==> src/rtl/mc_processor.sv <==
// mc_processor: parametrised multicycle integer processor (MIPS-format subset).
//
// Each instruction walks FETCH -> DECODE -> READ -> EXEC -> WB. The core then
// returns to FETCH, or goes to HALT once the program-length or retire-count
// bound is reached. HALT is left only through reset.
//
// Optional feature macro: MCPROC_BRANCH_EN
//   defined   -> beq (opcode 4) and bne (opcode 5) are executed.
//   undefined -> opcodes 4 and 5 are invalid and the next PC is always pc+1.
//
// Ports:
//   clk           clock; all state changes on its rising edge
//   rst_n         synchronous active-low reset
//   pc            address of the instruction being fetched/executed
//   instr_req     high while in FETCH
//   instr_valid   instruction word valid this cycle
//   instruction   32-bit word, captured when instr_req && instr_valid
//   retired       instructions retired, including invalid ones (saturates at 255)
//   err           sticky flag, set by any invalid instruction
//   done          high in HALT
//   final_result  reg[OUT_REG] while done, otherwise 0
module mc_processor #(
    parameter int DATA_W     = 8,
    parameter int NREGS      = 32,
    parameter int PC_W       = 4,
    parameter int PROG_LEN   = 8,
    parameter int MAX_RETIRE = 255,
    parameter int OUT_REG    = 2
) (
    input  logic              clk,
    input  logic              rst_n,
    output logic [PC_W-1:0]   pc,
    output logic              instr_req,
    input  logic              instr_valid,
    input  logic [31:0]       instruction,
    output logic [7:0]        retired,
    output logic              err,
    output logic              done,
    output logic [DATA_W-1:0] final_result
);

    typedef enum logic [2:0] {
        S_FETCH,
        S_DECODE,
        S_READ,
        S_EXEC,
        S_WB,
        S_HALT
    } state_t;

    localparam logic [5:0] OP_RTYPE = 6'd0;
    localparam logic [5:0] OP_ADDIU = 6'd9;
    localparam logic [5:0] OP_ANDI  = 6'd12;
    localparam logic [5:0] OP_ORI   = 6'd13;
`ifdef MCPROC_BRANCH_EN
    localparam logic [5:0] OP_BEQ   = 6'd4;
    localparam logic [5:0] OP_BNE   = 6'd5;
`endif

    localparam logic [5:0] FN_ADDU = 6'd33;
    localparam logic [5:0] FN_SUBU = 6'd35;
    localparam logic [5:0] FN_AND  = 6'd36;
    localparam logic [5:0] FN_OR   = 6'd37;
    localparam logic [5:0] FN_SLT  = 6'd42;

    state_t            state;
    logic [31:0]       ir;
    logic [5:0]        opcode;
    logic [5:0]        func;
    logic [4:0]        rs;
    logic [4:0]        rt;
    logic [4:0]        rd;
    logic [15:0]       imm;
    logic [DATA_W-1:0] src1;
    logic [DATA_W-1:0] src2;
    logic [DATA_W-1:0] regs [NREGS];

    // Values captured at the end of EXEC and consumed by WB.
    logic [DATA_W-1:0] wb_data;
    logic [4:0]        wb_dest;
    logic              wb_valid;
`ifdef MCPROC_BRANCH_EN
    logic              wb_taken;
    logic              x_taken;
`endif

    logic [DATA_W-1:0] imm_s;
    logic [DATA_W-1:0] imm_z;
    logic [DATA_W-1:0] x_data;
    logic [4:0]        x_dest;
    logic              x_valid;

    logic [PC_W-1:0]   pc_inc;
    logic [PC_W-1:0]   pc_next;
    logic [7:0]        retired_next;
    logic              halt_next;

    // Register indices are 5-bit fields; anything at or above NREGS is invalid.
    function automatic logic idx_ok(input logic [4:0] idx);
        return int'(idx) < NREGS;
    endfunction

    // EXEC datapath: result, destination and validity from decoded fields.
    always_comb begin
        // NOTE: every output of this block gets a default before the case so
        // no path leaves a variable unassigned (which would infer a latch).
        imm_s   = DATA_W'($signed(imm));   // sign-extend or truncate
        imm_z   = DATA_W'(imm);            // zero-extend or truncate
        x_data  = '0;
        x_dest  = '0;
        x_valid = 1'b0;
`ifdef MCPROC_BRANCH_EN
        x_taken = 1'b0;
`endif
        case (opcode)
            OP_RTYPE: begin
                x_dest  = rd;
                x_valid = idx_ok(rs) && idx_ok(rt) && idx_ok(rd);
                case (func)
                    FN_ADDU: x_data = src1 + src2;
                    FN_SUBU: x_data = src1 - src2;
                    FN_AND:  x_data = src1 & src2;
                    FN_OR:   x_data = src1 | src2;
                    FN_SLT:  x_data = DATA_W'($signed(src1) < $signed(src2));
                    default: x_valid = 1'b0;
                endcase
            end
            OP_ADDIU, OP_ANDI, OP_ORI: begin
                x_dest  = rt;
                x_valid = idx_ok(rs) && idx_ok(rt);
                case (opcode)
                    OP_ADDIU: x_data = src1 + imm_s;
                    OP_ANDI:  x_data = src1 & imm_z;
                    default:  x_data = src1 | imm_z;
                endcase
            end
`ifdef MCPROC_BRANCH_EN
            OP_BEQ, OP_BNE: begin
                // Destination stays r0, so a branch never writes a register.
                x_valid = idx_ok(rs) && idx_ok(rt);
                x_taken = x_valid && ((src1 == src2) == (opcode == OP_BEQ));
            end
`endif
            default: ;
        endcase
    end

    // Next PC, retire count and halt decision, all evaluated during WB.
    always_comb begin
        pc_inc  = pc + PC_W'(1);
        pc_next = pc_inc;
`ifdef MCPROC_BRANCH_EN
        if (wb_taken) pc_next = pc_inc + imm[PC_W-1:0];
`endif
        retired_next = (retired == 8'hFF) ? retired : retired + 8'd1;
        halt_next    = (int'(pc_next) >= PROG_LEN) || (int'(retired_next) == MAX_RETIRE);
    end

    // NOTE: the register file sits in the reset branch because the architecture
    // requires every register to read zero after reset; the staging registers
    // (ir, fields, src, wb_*) are not reset since each is written before use.
    always_ff @(posedge clk) begin
        if (!rst_n) begin
            state     <= S_FETCH;
            pc        <= '0;
            retired   <= '0;
            err       <= 1'b0;
            done      <= 1'b0;
            instr_req <= 1'b1;
            for (int i = 0; i < NREGS; i++) regs[i] <= '0;
        end else begin
            // NOTE: non-blocking assignments throughout, so every state element
            // updates from the values present before this edge.
            case (state)
                S_FETCH: begin
                    if (instr_valid) begin
                        ir        <= instruction;
                        instr_req <= 1'b0;
                        state     <= S_DECODE;
                    end
                end
                S_DECODE: begin
                    opcode <= ir[31:26];
                    rs     <= ir[25:21];
                    rt     <= ir[20:16];
                    rd     <= ir[15:11];
                    func   <= ir[5:0];
                    imm    <= ir[15:0];
                    state  <= S_READ;
                end
                S_READ: begin
                    src1  <= idx_ok(rs) ? regs[rs] : '0;
                    src2  <= idx_ok(rt) ? regs[rt] : '0;
                    state <= S_EXEC;
                end
                S_EXEC: begin
                    wb_data  <= x_data;
                    wb_dest  <= x_dest;
                    wb_valid <= x_valid;
`ifdef MCPROC_BRANCH_EN
                    wb_taken <= x_taken;
`endif
                    state    <= S_WB;
                end
                S_WB: begin
                    if (wb_valid && wb_dest != 5'd0) regs[wb_dest] <= wb_data;
                    if (!wb_valid) err <= 1'b1;
                    retired <= retired_next;
                    pc      <= pc_next;
                    if (halt_next) begin
                        state <= S_HALT;
                        done  <= 1'b1;
                    end else begin
                        state     <= S_FETCH;
                        instr_req <= 1'b1;
                    end
                end
                S_HALT: ;
                default: begin
                    state     <= S_FETCH;
                    instr_req <= 1'b1;
                end
            endcase
        end
    end

    // No register writes happen in HALT, so this tracks reg[OUT_REG] directly.
    assign final_result = done ? regs[OUT_REG] : '0;

endmodule

==> config.mk <==
export PLATFORM = sky130hd
export DESIGN_NAME = mc_processor
export DESIGN_NICKNAME = d
export VERILOG_FILES = /design/src/rtl/mc_processor.sv
export SDC_FILE = /design/constraint.sdc
export NUM_CORES = 1
export LEC_CHECK = 0
export ABC_AREA = 0
export BUFFER_PORTS_ARGS = -buffer_cell sky130_fd_sc_hd__clkbuf_2
export CORE_MARGIN = 10
export CORE_UTILIZATION = 25
export CTS_CLUSTER_DIAMETER = 200
export DETAILED_ROUTE_END_ITERATION = 12
export GPL_ROUTABILITY_DRIVEN = 0
export PLACE_DENSITY_LB_ADDON = 0.3
export SYNTH_ARGS = -nofsm -noshare
export SYNTH_HDL_FRONTEND = slang
export SYNTH_SLANG_ARGS = --single-unit
==> constraint.sdc <==
create_clock -name clk -period 5.1 [get_ports clk]
set_clock_uncertainty 0.15 [all_clocks]
set_input_delay 0.255 -clock clk [delete_from_list [all_inputs] [get_ports clk]]
set_output_delay 0.255 -clock clk [all_outputs]
set_load 0.02 [all_outputs]
==> results.json <==
{
  "final-hold-violation-count": 0,
  "via_count": 11500,
  "overflow": 0,
  "cts_tree": "yes",
  "outcome": "finished, final reports clean",
  "post-place-cells": 2344,
  "wl_um": 52700,
  "layout_common_cells": "edfxtp_1, and2_1, mux4_2, nor2_1, clkbuf_2",
  "synth_edf_count": 344,
  "fin_crit_sh_pct": 68.4,
  "start_util_pct": 25.2,
  "antenna_left": 0,
  "slew_viol_final": 0,
  "globalRouteMet3Util_pct": 2.10,
  "drtIter0Drc": 1001,
  "synth_adder_area_share_pct": 3.13,
  "drc": 0,
  "yosysTopAreaCellShare_pct": 54.0,
  "peakVddDrop_v": 0.000217,
  "hold_buffers": 30,
  "synthCells": 1289,
  "cts_made_buffers": 41,
  "die_width_um": 297,
  "core_area_um2": 75900,
  "dpl.hpwl_um": 36800,
  "place_area_um2": 20700,
  "portBuffers": 54,
  "avgRoutedWirePerCell_um": 21.5,
  "antenna_found_initial": 3,
  "fmax_mhz": 287,
  "ys_seq_elements": 362,
  "drive_above_1_share_pct": 25.0,
  "rsz0062_at_grt": "no",
  "fin_area_um2": 22300,
  "nNetsFinal": 1468,
  "syn_to_final_growth_pct": 16.5,
  "arrival_ns": 3.61,
  "crit_path_end_kind": "flop",
  "routed_via_density": 4.71,
  "muxShareOfSynthArea_pct": 20.1,
  "worstHoldPathType": "input port to flop",
  "post_cts_resized": 0,
  "synth_compound_area_share_pct": 4.29,
  "slew_headroom_pct": 22.2,
  "fin_crit_ns": 3.49,
  "max-clock-path-buffers": 3,
  "syn-cell-area_um2": 19100,
  "ys_types": 64,
  "layoutNonFillerInstCount": 2448,
  "cts.sinks": 362,
  "finalSetupTns_ns": 0,
  "final_common_cell": "edfxtp_1",
  "io_pins": 58,
  "grtUsageMet1_pct": 16.3,
  "n_antenna_cell": 0,
  "leakagePower_uw": 0.00786,
  "setup_violations": 0,
  "tightest_slew_ns": 1.16,
  "grt_use_met2_pct": 18.8,
  "synth_ff_type": "edfxtp_1",
  "grt_first_pass_wirelength_um": 78000,
  "cts-root-buf": "clkbuf_16",
  "avgSynthCellArea_um2": 14.8,
  "yosys.area_share.simple_pct": 12.8,
  "yosysTopAreaCell": "edfxtp_1",
  "crit_type": "flop to flop",
  "cts_setup_buffers": 0,
  "firstDrtPassIters": 7,
  "power_density_nw_per_um2": 306,
  "yosysWarnings": 0,
  "synth.area.top_cells": "edfxtp_1, mux4_2, and2_1, ha_1, dfxtp_1",
  "async_flop_share_pct": 0,
  "grt_pass1_vias": 11800,
  "synth_xor_area_share_pct": 0.778,
  "clk_pin_slew_ns": 0.06,
  "grtUsageTotal_pct": 11.9,
  "clock_latency_ns": 0.56,
  "num_rows": 101,
  "die_area_um2": 88000,
  "htreeDepth": 2,
  "grt-busiest-layer": "met2",
  "yosysSeqAreaShare_pct": 55.9,
  "startpoint_type": "flop",
  "crit_fanout": 16,
  "synth_top_family_by_area": "multiplexers",
  "drv_cap": 0,
  "grt_max_degree": 66,
  "dieHeight_um": 297,
  "crit_required_ns": 5.23
}
cells by family (layout without fill, tap and decap cells):
family          Yosys count  count (layout)
compound gates          133             133
xor+xnor                 17              17
fa+ha+maj                46              46
buf+inv                 124             246
flops                   362             362
mux                     183             183
other cells               1               8
simple gates            423             423
sequential cells by signal (all words and copies together) (netlist names), 3 cells and up:
register	cells
rd	5
state	3
pc	4
func	5
opcode	6
retired	8
rt	5
src2	8
src1	8
imm	3
wb_data	8
ir	29
rs	5
regs	256
wb_dest	5
cells in the mapped netlist, types with 7 or more instances:
| master | n |
|---|---|
| xnor2_1 | 9 |
| edfxtp_1 | 344 |
| nand2_1 | 33 |
| nand2b_1 | 8 |
| nand3b_1 | 10 |
| mux4_2 | 160 |
| nor3_1 | 7 |
| ha_1 | 43 |
| mux2_2 | 16 |
| a21oi_1 | 30 |
| xor2_1 | 8 |
| nor2_1 | 61 |
| inv_1 | 36 |
| buf_2 | 8 |
| o21ai_0 | 48 |
| a22o_1 | 7 |
| dfxtp_1 | 18 |
| buf_6 | 10 |
| clkbuf_1 | 54 |
| buf_1 | 13 |
| and2_1 | 261 |
| mux2i_1 | 7 |
| nand3_1 | 8 |
area by class of cell:
class / instances / area (um2)
Clock inverter: 22 / 159
Sequential cell: 362 / 10700
Clock buffer: 52 / 1110
Fill cell: 7549 / 53700
Timing Repair Buffer: 136 / 973
Tap cell: 1030 / 1290
Inverter: 36 / 135
Multi-Input combinational cell: 810 / 7930
layer usage:
layer	part of all wire, %	routed length (um)
met5	0	0
met4	3.2	1670
met3	6.4	3370
met1	45	23500
met2	46	24100
where the power goes:
group	internal (uW)	switching (uW)	total (uW)
logic	246	281	527
clock network	1640	1210	2850
registers	3360	76.0	3440
total	5250	1570	6810
stage by stage:
stage               util, %  hold slack, ns  setup WS, ns  power [uW]
floorplan                 -           0.204         0.829        3800
global placement       27.3           0.254          1.69        4000
detailed placement     27.3           0.255          1.69        4010
CTS                    29.3           0.132          1.67        6880
global route           29.3           0.168          1.45        7050
finish                 29.3           0.156          1.61        6810
worst paths after layout:
check	slack, ns	start	cells past startpoint	endpoint
worst max-delay path	1.61	state[2]	6	regs[21][5]
worst min-delay path	0.16	rst_n	3	instr_req
worst max register to register	1.61	state[2]	6	regs[21][5]
worst min register to register	0.27	ir[31]	0	opcode[5]
worst max-delay path, cell delays in order (launching register included):
cell and delay [ns]:
dfxtp_1 0.52, nor3b_4 0.25, buf_4 0.20, and3_1 0.28, nand3b_1 0.79, o21ai_0 0.76
buf_4 0.25
Note: power is estimated with default switching activity, not from simulation.
